**config.mk**
```make
export PLATFORM = sky130hd
export DESIGN_NAME = ram_8x8_ctrl
export DESIGN_NICKNAME = d
export VERILOG_FILES = /design/src/rtl/ram_ctrl_pkg.sv /design/src/rtl/ram_8x8_ctrl.sv
export SDC_FILE = /design/constraint.sdc
export NUM_CORES = 1
export LEC_CHECK = 0
export ABC_AREA = 1
export ABC_CLOCK_PERIOD_IN_PS = 1400
export BUFFER_PORTS_ARGS = -buffer_cell sky130_fd_sc_hd__buf_2
export CELL_PAD_IN_SITES_DETAIL_PLACEMENT = 1
export CELL_PAD_IN_SITES_GLOBAL_PLACEMENT = 1
export CORE_ASPECT_RATIO = 1.4
export CORE_MARGIN = 4
export CORE_UTILIZATION = 30
export DETAILED_ROUTE_END_ITERATION = 7
export GPL_ROUTABILITY_DRIVEN = 0
export MAX_ROUTING_LAYER = met4
export PLACE_DENSITY_LB_ADDON = 0.1
export SYNTH_ARGS = -nofsm -noshare
export SYNTH_HDL_FRONTEND = slang
export SYNTH_SLANG_ARGS = --single-unit
```
**constraint.sdc**
```tcl
create_clock -name clk -period 1.4 [get_ports clk]
set_clock_uncertainty 0.05 [all_clocks]
set_input_delay 0.07 -clock clk [delete_from_list [all_inputs] [get_ports clk]]
set_output_delay 0.07 -clock clk [all_outputs]
set_load 0.1 [all_outputs]
```
**src/rtl/ram_ctrl_pkg.sv**
```systemverilog
// ============================================================================
// ram_ctrl_pkg
//   Shared geometry constants and FSM state encoding for the RAM controller.
//   Optional VERIFY state exists only when RAM_CTRL_VERIFY_EN is defined.
//   Revision: 1.0
// ============================================================================
`default_nettype none

package ram_ctrl_pkg;

    localparam int c_ADDR_W = 3;
    localparam int c_DATA_W = 8;
    localparam int c_DEPTH  = 8;

    typedef enum logic [2:0] {
        ST_IDLE   = 3'd0,
        ST_WRITE  = 3'd1,
        ST_READ   = 3'd2,
`ifdef RAM_CTRL_VERIFY_EN
        ST_VERIFY = 3'd4,
`endif
        ST_FILL   = 3'd3
    } state_t;

endpackage

`default_nettype wire

```
**src/rtl/ram_8x8_ctrl.sv**
```systemverilog
// ============================================================================
// ram_8x8_ctrl
//   Single-port RAM controller: host read/write requests plus whole-memory fill.
//   Define RAM_CTRL_VERIFY_EN to add a read-back verify cycle after each write.
//   Revision: 1.0
// ============================================================================
`default_nettype none

module ram_8x8_ctrl
    import ram_ctrl_pkg::*;
#(
    parameter int ADDR_W = c_ADDR_W,
    parameter int DATA_W = c_DATA_W,
    parameter int DEPTH  = c_DEPTH
) (
    input  logic              clk,
    input  logic              clr,
    input  logic              req_valid,
    output logic              req_ready,
    input  logic              req_we,
    input  logic [ADDR_W-1:0] req_addr,
    input  logic [DATA_W-1:0] req_wdata,
    output logic              rsp_valid,
    output logic [DATA_W-1:0] rsp_data,
    input  logic              fill_start,
    input  logic [DATA_W-1:0] fill_pattern,
    output logic              fill_done,
    output logic              ram_rw,
    output logic [ADDR_W-1:0] ram_addr,
    output logic [DATA_W-1:0] ram_din,
    input  logic [DATA_W-1:0] ram_dout,
    output logic              verify_err
);

    localparam logic [ADDR_W-1:0] c_LAST_ADDR = ADDR_W'(DEPTH - 1);

    state_t              r_state,     w_state_nxt;
    logic                r_ram_rw,    w_ram_rw_nxt;
    logic [ADDR_W-1:0]   r_ram_addr,  w_ram_addr_nxt;
    logic [DATA_W-1:0]   r_ram_din,   w_ram_din_nxt;
    logic [ADDR_W-1:0]   r_fill_cnt,  w_fill_cnt_nxt;
    logic                r_rsp_valid, w_rsp_valid_nxt;
    logic [DATA_W-1:0]   r_rsp_data,  w_rsp_data_nxt;
    logic                r_fill_done, w_fill_done_nxt;
    logic                w_req_ready;
`ifdef RAM_CTRL_VERIFY_EN
    logic                r_verify_err, w_verify_err_nxt;
`endif

    // Fill takes priority over a simultaneous host request.
    assign w_req_ready = (r_state == ST_IDLE) && !fill_start;

    always_ff @(posedge clk or posedge clr) begin
        if (clr) begin
            r_state      <= ST_IDLE;
            r_ram_rw     <= 1'b0;
            r_ram_addr   <= '0;
            r_ram_din    <= '0;
            r_fill_cnt   <= '0;
            r_rsp_valid  <= 1'b0;
            r_rsp_data   <= '0;
            r_fill_done  <= 1'b0;
`ifdef RAM_CTRL_VERIFY_EN
            r_verify_err <= 1'b0;
`endif
        end else begin
            r_state      <= w_state_nxt;
            r_ram_rw     <= w_ram_rw_nxt;
            r_ram_addr   <= w_ram_addr_nxt;
            r_ram_din    <= w_ram_din_nxt;
            r_fill_cnt   <= w_fill_cnt_nxt;
            r_rsp_valid  <= w_rsp_valid_nxt;
            r_rsp_data   <= w_rsp_data_nxt;
            r_fill_done  <= w_fill_done_nxt;
`ifdef RAM_CTRL_VERIFY_EN
            r_verify_err <= w_verify_err_nxt;
`endif
        end
    end

    // RAM-side outputs are computed one cycle ahead so they leave the block registered.
    always_comb begin
        w_state_nxt      = r_state;
        w_ram_rw_nxt     = 1'b0;
        w_ram_addr_nxt   = r_ram_addr;
        w_ram_din_nxt    = r_ram_din;
        w_fill_cnt_nxt   = r_fill_cnt;
        w_rsp_valid_nxt  = 1'b0;
        w_rsp_data_nxt   = r_rsp_data;
        w_fill_done_nxt  = 1'b0;
`ifdef RAM_CTRL_VERIFY_EN
        w_verify_err_nxt = r_verify_err;
`endif
        unique case (r_state)
            ST_IDLE: begin
                if (fill_start) begin
                    w_state_nxt    = ST_FILL;
                    w_ram_rw_nxt   = 1'b1;
                    w_ram_addr_nxt = '0;
                    w_ram_din_nxt  = fill_pattern;
                    w_fill_cnt_nxt = '0;
                end else if (req_valid && w_req_ready) begin
                    w_ram_addr_nxt = req_addr;
                    if (req_we) begin
                        w_state_nxt   = ST_WRITE;
                        w_ram_rw_nxt  = 1'b1;
                        w_ram_din_nxt = req_wdata;
                    end else begin
                        w_state_nxt   = ST_READ;
                    end
                end
            end
            ST_WRITE: begin
`ifdef RAM_CTRL_VERIFY_EN
                w_state_nxt = ST_VERIFY;
`else
                w_state_nxt = ST_IDLE;
`endif
            end
`ifdef RAM_CTRL_VERIFY_EN
            ST_VERIFY: begin
                if (ram_dout != r_ram_din) begin
                    w_verify_err_nxt = 1'b1;
                end
                w_state_nxt = ST_IDLE;
            end
`endif
            ST_READ: begin
                w_rsp_valid_nxt = 1'b1;
                w_rsp_data_nxt  = ram_dout;
                w_state_nxt     = ST_IDLE;
            end
            ST_FILL: begin
                // Stop on the last word rather than letting the counter wrap.
                if (r_fill_cnt == c_LAST_ADDR) begin
                    w_state_nxt     = ST_IDLE;
                    w_fill_done_nxt = 1'b1;
                end else begin
                    w_fill_cnt_nxt  = r_fill_cnt + 1'b1;
                    w_ram_addr_nxt  = r_fill_cnt + 1'b1;
                    w_ram_rw_nxt    = 1'b1;
                end
            end
            default: begin
                w_state_nxt = ST_IDLE;
            end
        endcase
    end

    assign req_ready = w_req_ready;
    assign rsp_valid = r_rsp_valid;
    assign rsp_data  = r_rsp_data;
    assign fill_done = r_fill_done;
    assign ram_rw    = r_ram_rw;
    assign ram_addr  = r_ram_addr;
    assign ram_din   = r_ram_din;
`ifdef RAM_CTRL_VERIFY_EN
    assign verify_err = r_verify_err;
`else
    assign verify_err = 1'b0;
`endif

endmodule

`default_nettype wire

```
======== Word-level counts from Yosys, hierarchy flattened ========
Index checks and enable logic that the tools add are counted.
W data, S select, Z words.
cells by class
  add/subtract/negate cells ............... 1
  multiplexer cells ....................... 22
  reduce and logical (&&, ||, !) cells .... 11
  eq/ne operators ......................... 7
operators with widths
  cell                   count
  $mux W8                3
  $mux W3                7
  $pmux W3 S2            3
  $reduce_and A3 Y1      3
  $mux W1                7
  $eq A3 B2 Y1 const B   2
  $ne A2 B2 Y1 const B   3
  $reduce_bool A2 Y1     3
  $add A3 B1 Y3 const B  1
  $eq A3 B3 Y1 const B   1
  $logic_not A3 Y1       1
  $ne A3 B2 Y1 const B   1
  $logic_and A1 B1 Y1    2
  $mux W2                1
  $pmux W1 S2            1
  $reduce_and A2 Y1      1
  $logic_not A1 Y1       1
word-level totals
  output and inout bits ................... 24
  word-level logic and storage cells ...... 49
  register bits after elaboration ......... 28

======== Depth between registers and ports, before layout ========
Gate-level depths: netlist of run 1.
  word-level depth ........................ 6
  gate-level depth with buffers ........... 8

======== Worst setup path before layout of run 1 ========
OpenSTA, ideal clock, no wires.
  kind .................................... register to register
  start ................................... register r_state[0]
  end ..................................... register r_ram_addr[0], in the netlist ram_addr[0]
  buffers on the path ..................... 0
  arrival ................................. 1.703 ns
  library setup time ...................... 0.068 ns
  stages on the path, launching flop included .. 9
  clock period less this slack ............ 1.821 ns
  path slack .............................. -0.421 ns
  path through ............................ dfrtp_1 inv_1 ha_1 inv_2 nor2_4 nand2_2 nand2_1 nand2_1 nand2_1
between the ends
  word-level cells in the longest chain between the ends .. 5
  elaborated cells on any way between the ends .. 9
RTL lines
  what                                RTL line             source
  start: declaration                  ram_8x8_ctrl.sv:37   state_t r_state, w_state_nxt;
  start signal: assignment            ram_8x8_ctrl.sv:67   r_state <= w_state_nxt;
  $logic_not A3 Y1                    ram_8x8_ctrl.sv:51   assign w_req_ready = (r_state == ST_IDLE) && !fill_start;
  $logic_and A1 B1 Y1                 ram_8x8_ctrl.sv:51
  net req_ready                       ram_8x8_ctrl.sv:19   output logic req_ready,
  $logic_and A1 B1 Y1                 ram_8x8_ctrl.sv:102  end else if (req_valid && w_req_ready) begin
  $ne A3 B2 Y1 (no source line)       -
  $reduce_and A3 Y1 (no source line)  -
  end signal: assignment              ram_8x8_ctrl.sv:69   r_ram_addr <= w_ram_addr_nxt;
  end: declaration                    ram_8x8_ctrl.sv:39   logic [ADDR_W-1:0] r_ram_addr, w_ram_addr_nxt;
The timed path passes the listed nets, and every way through them passes these cells.
A chain may end at the register's enable or synchronous reset.

======== Worst setup path after layout of run 1 ========
  start ................................... register r_state[0]
  end ..................................... output port req_ready
between the ends
  word-level cells in the longest chain between the ends .. 2
RTL lines
  what                 RTL line
  $logic_not A3 Y1     ram_8x8_ctrl.sv:51
  $logic_and A1 B1 Y1  ram_8x8_ctrl.sv:51
  end: declaration     ram_8x8_ctrl.sv:19
Every way passes these cells.

==> results.json, run 1 <==
{
  "status": "finished, violations left",
  "violations_in_the_final_reports": "setup timing",
  "final.min_clock_period_ns": 1.41,
  "synthesis.area_mm2": 0.00132,
  "syn-num-nets": 188,
  "placement.io_buffers": 54,
  "synthArstFlopShare_pct": 100,
  "drtIter0Drc": 20,
  "drt_wl_total_mm": 3.65,
  "placementRows": 28,
  "slowest_delay_ns": 0.42,
  "worst_r2r_startpoint": "r_fill_cnt[0]$_DFFE_PP0P_",
  "worst_skew_pair.late_latency_ns": 0.27,
  "num_io_pins": 56,
  "multiInputGateArea_um2": 621,
  "layout-drive-gt1-share_pct": 41.7,
  "synthToLayoutAreaGrowth_pct": 45.4,
  "ys.warnings.count": 0,
  "synth_area_leader_cell": "dfrtp_1",
  "post-route-cell-area_mm2": 0.00192,
  "cp_max_fo": 3,
  "numPlacedInstances": 266,
  "cpMaxStageDelayCell": "dfrtp_1",
  "cts.path.max_buffers": 2,
  "grt_overflow_total": 0,
  "fp.dieArea_mm2": 0.00555,
  "final_net_count": 261,
  "vias": 1223,
  "setup_repair_after_global_routing_missed_its_margin": "true",
  "netlist_top_cells_count": "nand2_1, dfrtp_1, nand3_1",
  "layout.area.seq_um2": 676,
  "cp-startpoint": "r_state[0]$_DFFE_PP0P_",
  "tritoncts_buffers": 3,
  "routed_wire_length_per_instance_um": 12.9,
  "synth_top_area_share_pct": 51.1,
  "wire_length_of_the_first_global_routing_pass_mm": 6.20,
  "placed_area_mm2": 0.00173,
  "synth.most_common_cell": "nand2_1",
  "core_mm2": 0.00424,
  "first_pass_iters": 4,
  "clkSlewWorstSetupHoldPaths_ns": 0.10,
  "finalSetupViolations": 1,
  "rr_worst_depth": 8,
  "first_global_vias": 1347,
  "synthTopCellsByArea": "dfrtp_1, nand2_1, mux2_2, nand3_1, ha_1",
  "clock-root-buffer": "clkbuf_8",
  "synth_sequential_area_ratio_pct": 51.1,
  "kind_of_critical_path": "register to output pin",
  "fin_worst_setup_slack_ns": -0.0124,
  "period_share_pct": 101,
  "crit_chain": "inv_2, ha_4, inv_4, nor2_4, buf_12",
  "dpl.hpwl_mm": 2.81,
  "via_to_cell_ratio": 4.32,
  "post_synth_num_cell_types": 19,
  "slew_violations": 0,
  "post_synth.cell_area_avg_um2": 8.75,
  "worst-r2r-setup-slack_ns": 0.01,
  "holdCritPathClass": "input port to register",
  "instances_no_fill": 283,
  "tritoncts": "yes",
  "insertedDiodeCount": 0,
  "synthesis.instances": 151,
  "finalHoldViolCount": 0,
  "antenna_found_initial": 0,
  "num-fill-cells": 522,
  "drt_drc_violations_left": 0,
  "floorplan.initialDensity_pct": 31.2,
  "critical_path.reg2reg.endpoint": "ram_addr[2]$_DFFE_PP0P_",
  "maxClockFrequency_mhz": 708,
  "max_cap_viols": 0,
  "grt.total_usage_pct": 14.5,
  "cts-htree-levels": 1,
  "die_h_um": 86.5,
  "worst_endpoint_data_arrival_time_ns": 1.29,
  "start_kind": "register",
  "synth-main-ff-cell": "dfrtp_1",
  "die_w_um": 64.1,
  "grt_start_max_net_pins": 28,
  "post_synth_edffs": 0,
  "clkSinkCount": 27,
  "postRouteAntennaNets": 0,
  "ys_seq_elements": 27,
  "required_ns": 1.28,
  "crit_path_end": "req_ready",
  "endpoint_kind": "output pin"
}
[cells by family after synthesis]
kind of cell / share of synthesized area [%]
compound gates: 3.13
fa+ha+maj: 4.73
buf+inv: 5.49
flops: 51.1
mux: 6.82
other cells: 0.284
simple gates: 28.4
[final cells by class]
type,instances,area share [%]
clock buffers,3,2.15
clock inverters,1,0.456
inverters,11,2.28
multi-input cells,109,32.3
flip-flops and latches,27,35.2
well taps,60,3.91
repair buffers,72,23.7
[placed cells by master (no fill, tap or decap), drive strengths merged]
cell / n
ha: 5
nand2: 70
dfrtp: 27
mux2: 8
o21ai: 3
nor2: 4
inv: 12
buf: 63
dlygate4sd3: 9
clkbuf: 3
conb: 1
a21oi: 3
nand3: 15
[registers in the layout, indices dropped and copies added, names as in the netlist]
signal	flops
ram_rw	1
r_fill_cnt	3
rsp_data	8
ram_addr	3
fill_done	1
ram_din	8
r_state	2
rsp_valid	1
[through the flow]
stage | hold slack [ns] | utilization, % | worst slack (ns) | TNS [ns]
3_5_place_dp | 0.103 | 40.8 | -0.0312 | -0.0924
2_1_floorplan | 0.0727 | - | -0.272 | -1.31
5_1_grt | 0.0612 | 45.3 | -0.0931 | -0.630
6_report | 0.0494 | 45.3 | -0.0124 | -0.0124
3_3_place_gp | 0.0913 | 40.8 | 0.0313 | 0
4_1_cts | 0.0441 | 45.0 | -0.0167 | -0.0167
[worst min-delay path by stage]
stage | start | to | slack, ns | cells after the start
floorplan | clr | fill_done$_DFF_PP0_ | 0.07 | 1
global placement | clr | rsp_data[2]$_DFFE_PP0P_ | 0.09 | 3
detailed placement | clr | rsp_data[2]$_DFFE_PP0P_ | 0.10 | 3
CTS | req_we | r_state[1]$_DFFE_PP0P_ | 0.04 | 4
global route | req_we | r_state[1]$_DFFE_PP0P_ | 0.06 | 4
finish | req_we | r_state[1]$_DFFE_PP0P_ | 0.05 | 4
[routing by layer]
metal	GRT usage, %	part of all wire, %	vias up
met1	15.9	39	559
met3	2.33	5.6	2
met4	4.62	1.0	0
li1	-	-	617
met5	-	0	-
met2	26.7	54	45
[critical path: cells and delay by family (launching register included)]
kind                     cells  cell delay [ns]
AND/OR/NAND/NOR              1             0.11
buffers and inverters        3             0.33
adder cells (fa/ha/maj)      1             0.16
flip-flops                   1             0.42
[repair_timing]
| action | in CTS | in global routing |
|---|---|---|
| hold endpoints to repair | 35 | 0 |
| setup endpoints to repair | 5 | 15 |
| pin swaps | 3 | 1 |
| resized for setup | 4 | 4 |
| hold buffers | 9 | 0 |
| setup buffers | 4 | 0 |
Power of run 1 is not shown: default switching activity piles up to over one toggle a cycle in this logic, so the estimate is an artifact.
==> run 2: changes to the inputs <==
==> constraint.sdc (replaced) <==
create_clock -name clk -period 1.4 [get_ports clk]
set_clock_uncertainty 0.05 [all_clocks]
set_input_delay 0.28 -clock clk [delete_from_list [all_inputs] [get_ports clk]]
set_output_delay 0.28 -clock clk [all_outputs]
set_load 0.1 [all_outputs]
==> results.json, run 2 (synthesized netlist as in run 1, its figures left out) <==
{
  "insertedDiodeCount": 0,
  "required_ns": 1.07,
  "mostFrequentLayoutCell": "nand2_1",
  "first_pass_iters": 4,
  "final_cell_mix": "nand2_1, buf_2, dfrtp_1, buf_12, buf_4",
  "status": "finished, violations left",
  "via_to_cell_ratio": 4.37,
  "kind_of_critical_path": "register to output pin",
  "tritoncts": "yes",
  "cts.path.max_buffers": 2,
  "fp.dieArea_mm2": 0.00555,
  "endpoint_kind": "output pin",
  "tritoncts_buffers": 3,
  "grt_start_max_net_pins": 28,
  "synthToLayoutAreaGrowth_pct": 64.6,
  "finalHoldViolCount": 16,
  "core_mm2": 0.00424,
  "clkSlewWorstSetupHoldPaths_ns": 0.10,
  "antenna_found_initial": 0,
  "placementRows": 28,
  "drtIter0Drc": 22,
  "cts-htree-levels": 1,
  "finalSetupViolations": 6,
  "worst_endpoint_data_arrival_time_ns": 1.28,
  "post-route-cell-area_mm2": 0.00217,
  "cp_max_fo": 2,
  "slew_violations": 0,
  "cts-hold-fix-buffers": 0,
  "dpl.hpwl_mm": 2.87,
  "placement.io_buffers": 54,
  "first_global_vias": 1261,
  "final.min_clock_period_ns": 1.61,
  "multiInputGateArea_um2": 711,
  "die_w_um": 64.1,
  "placed_area_mm2": 0.00197,
  "grt_overflow_total": 0,
  "drt_drc_violations_left": 0,
  "die_h_um": 86.5,
  "start_kind": "register",
  "routed_wire_length_per_instance_um": 13.7,
  "clkSinkCount": 27,
  "layout-drive-gt1-share_pct": 49.8,
  "clock-root-buffer": "clkbuf_8",
  "fin_worst_setup_slack_ns": -0.211,
  "fin_worst_hold_slack_ns": -0.00681,
  "max_cap_viols": 0,
  "floorplan.initialDensity_pct": 31.2,
  "rr_worst_depth": 10,
  "worst_skew_pair.late_latency_ns": 0.27,
  "violations_in_the_final_reports": "hold timing, setup timing",
  "vias": 1210,
  "num_io_pins": 56,
  "finalSetupTns_ns": -0.395,
  "final_net_count": 255,
  "layout.area.seq_um2": 676,
  "setup_repair_after_global_routing_missed_its_margin": "true",
  "holdCritPathClass": "input port to async pin",
  "maxClockFrequency_mhz": 621,
  "num-fill-cells": 500,
  "postRouteAntennaNets": 0,
  "drt_wl_total_mm": 3.79,
  "wire_length_of_the_first_global_routing_pass_mm": 6.09,
  "period_share_pct": 115,
  "grt.total_usage_pct": 14.5
}
-- run 2: changes by cell type in the layout (fill, tap and decap cells not counted), sizes merged --
cell / change
clkinvlp: +1
buf: -1
clkbuf: +3
dlygate4sd3: -9
inv: -1
a21oi: +1
-- run 2: layout make-up --
type / instances / area share, %
Sequential cell: 27 / 31.1
Multi-Input combinational cell: 110 / 32.7
Clock inverter: 1 / 0.345
Clock buffer: 3 / 1.90
Inverter: 11 / 2.01
Tap cell: 60 / 3.45
Timing Repair Buffer: 65 / 28.5
-- run 2: final timing paths --
check | slack (ns) | to | from
max | -0.21 | req_ready | r_state[0]$_DFFE_PP0P_
min | -0.007 | rsp_data[7]$_DFFE_PP0P_ | clr
max reg2reg | -0.05 | r_state[0]$_DFFE_PP0P_ | r_state[0]$_DFFE_PP0P_
min reg2reg | 0.47 | rsp_data[7]$_DFFE_PP0P_ | rsp_data[7]$_DFFE_PP0P_
max in group asynchronous | 1.04 | fill_done$_DFF_PP0_ | clr
min in group clk | 0.17 | rsp_data[7]$_DFFE_PP0P_ | ram_dout[7]
-- run 2: worst max-delay path, cell delays in order, from the launching register on --
cell,delay [ns]
dfrtp_1,0.42
inv_2,0.09
ha_4,0.16
inv_4,0.04
nor2_4,0.11
buf_12,0.18
-- run 2: through the flow --
| step | setup WS [ns] | utilization, % | cells |
|---|---|---|---|
| after floorplan | -0.272 | - | 151 |
| after global placement | 0.0280 | 46.4 | 266 |
| after detailed placement | -0.0421 | 46.4 | 266 |
| after CTS | -0.203 | 49.2 | 275 |
| after global routing | -0.275 | 51.3 | 277 |
| final | -0.211 | 51.3 | 277 |
-- run 2: layer usage --
metal,share of wire (%),track usage (%),vias up
li1,-,-,604
met1,37,16.8,549
met2,55,25.7,48
met3,4.9,1.95,9
met4,2.9,5.19,0
met5,0,-,-
-- run 2: timing repair --
action / CTS / global route
hold endpoints to repair: 0 / 0
pin swaps: 4 / 5
endpoints found under the setup margin: 8 / 26
gates resized for setup: 9 / 20
gates cloned: 0 / 1
setup buffers: 5 / 2
Power of run 2 is left out for the same reason.
==> run 3: changes to the inputs <==
--- a/constraint.sdc
+++ b/constraint.sdc
@@ -4,2 +4,2 @@
 set_output_delay 0.28 -clock clk [all_outputs]
-set_load 0.1 [all_outputs]
+set_load 0.01 [all_outputs]
==> results.json, run 3 (synthesized netlist as in run 1, its figures left out) <==
{
  "clkSlewWorstSetupHoldPaths_ns": 0.10,
  "fp.dieArea_mm2": 0.00555,
  "num-fill-cells": 532,
  "power-per-cell-area_mw_per_mm2": 1920,
  "floorplan.initialDensity_pct": 31.2,
  "via_to_cell_ratio": 4.55,
  "clkSinkCount": 27,
  "drt_wl_total_mm": 3.75,
  "post-route-cell-area_mm2": 0.00191,
  "antenna_found_initial": 0,
  "proportion_of_total_power_due_to_net_switching_pct": 39.4,
  "cts.path.max_buffers": 2,
  "final.min_clock_period_ns": 1.49,
  "cp_max_fo": 2,
  "fin_worst_hold_slack_ns": 0.0114,
  "violations_in_the_final_reports": "setup timing",
  "kind_of_critical_path": "register to output pin",
  "max_cap_viols": 0,
  "clock-root-buffer": "clkbuf_8",
  "slew_violations": 0,
  "vias": 1265,
  "cts-hold-fix-buffers": 0,
  "insertedDiodeCount": 0,
  "instances_no_fill": 278,
  "dpl.hpwl_mm": 2.78,
  "layout-drive-gt1-share_pct": 46.8,
  "ir_drop_mv": 0.612,
  "worst_skew_pair.late_latency_ns": 0.27,
  "tritoncts": "yes",
  "rr_worst_depth": 5,
  "synthToLayoutAreaGrowth_pct": 44.2,
  "grt_start_max_net_pins": 28,
  "first_pass_iters": 3,
  "holdCritPathClass": "input port to async pin",
  "comb_power_share_pct": 53.5,
  "finalSetupViolations": 1,
  "final_net_count": 256,
  "placed_area_mm2": 0.00169,
  "mostFrequentLayoutCell": "nand2_1",
  "critical_path.reg2reg.endpoint": "rsp_data[5]$_DFFE_PP0P_",
  "finalHoldViolCount": 0,
  "netSwitchingPower_uw": 1440,
  "numPlacedInstances": 267,
  "design_power_total_uw": 3650,
  "placementRows": 28,
  "worst-r2r-setup-slack_ns": 0.03,
  "seq_power_share_pct": 33.9,
  "drtIter0Drc": 15,
  "clockPowerShare_pct": 12.6,
  "core_mm2": 0.00424,
  "grtUsageMet3_pct": 2.46,
  "worst_r2r_startpoint": "r_state[0]$_DFFE_PP0P_",
  "worst_endpoint_data_arrival_time_ns": 1.16,
  "placement.io_buffers": 54,
  "grt.total_usage_pct": 14.2,
  "maxClockFrequency_mhz": 671,
  "fin_worst_setup_slack_ns": -0.0901,
  "cts-htree-levels": 1,
  "setup_repair_after_global_routing_missed_its_margin": "true",
  "final_cell_mix": "nand2_1, buf_2, dfrtp_1, nand3_1, buf_4",
  "wire_length_of_the_first_global_routing_pass_mm": 6.03,
  "finalSetupTns_ns": -0.0901,
  "endpoint_kind": "output pin",
  "start_kind": "register",
  "global_route.usage.met1_pct": 14.3,
  "p_leak_uw": 0.00106,
  "first_global_vias": 1364,
  "required_ns": 1.07,
  "drt_drc_violations_left": 0,
  "die_h_um": 86.5,
  "grt_overflow_total": 0,
  "grt-busiest-layer": "met2",
  "die_w_um": 64.1,
  "period_share_pct": 106,
  "routed_wire_length_per_instance_um": 13.5,
  "gr-usage-met2_pct": 27.5,
  "tritoncts_buffers": 3,
  "postRouteAntennaNets": 0,
  "num_io_pins": 56,
  "power_report.internal_total_uw": 2220,
  "status": "finished, violations left"
}
-- run 3: cell types whose count changed in the layout (fill, tap and decap cells not counted), sizes merged --
cell      change
buf           +4
clkbuf        -2
clkinvlp      -1
-- run 3: power groups by stage --
stage | registers [µW] | clock network [µW] | logic [µW]
floorplan | 1400 | 0 | 785
global placement | 1260 | 0 | 1510
detailed placement | 1270 | 0 | 1560
CTS | 1250 | 474 | 1820
global route | 1290 | 519 | 2160
finish | 1240 | 460 | 1950
-- run 3: worst max path at each step --
stage	startpoint	to	depth (start not counted)	slack, ns
final	r_state[0]$_DFFE_PP0P_	req_ready	5	-0.09
after floorplan	r_fill_cnt[0]$_DFFE_PP0P_	ram_addr[0]$_DFFE_PP0P_	8	0.05
after detailed placement	r_state[0]$_DFFE_PP0P_	ram_addr[2]$_DFFE_PP0P_	8	-0.04
after global placement	r_state[0]$_DFFE_PP0P_	req_ready	5	0.02
after CTS	r_state[1]$_DFFE_PP0P_	req_ready	5	-0.09
after global routing	r_state[0]$_DFFE_PP0P_	req_ready	5	-0.17
-- run 3: timing repair --
action	4_1_cts	5_1_grt
gates cloned	0	1
setup endpoints to repair	16	26
buffers inserted	7	0
pin swaps	4	6
resized for setup	14	14
-- run 3: routing by layer --
layer / wire [µm] / vias to the layer above
li1: - / 609
met1: 1390 / 617
met2: 2140 / 35
met3: 194 / 4
met4: 31 / 0
met5: 0 / -
-- run 3: layout make-up --
class	count	area [µm²]	share of cell area, %
Tap cell	60	75.1	3.94
Timing Repair Buffer	66	383	20.1
Inverter	11	43.8	2.30
Clock buffer	4	45.0	2.36
Sequential cell	27	676	35.5
Multi-Input combinational cell	110	683	35.9
-- run 3: per-stage QoR --
step                      util, %  setup slack, ns
after CTS                    43.2          -0.0874
final                        45.0          -0.0901
after detailed placement     39.9          -0.0356
after floorplan                 -           0.0539
after global placement       39.9           0.0168
after global routing         45.0           -0.167
-- run 3: critical path, stage by stage (launching register included) --
cell     delay, ns
dfrtp_1       0.40
inv_2         0.09
ha_4          0.15
inv_4         0.04
nor2_4        0.09
buf_6         0.11
(Power assumes the default switching activity.)
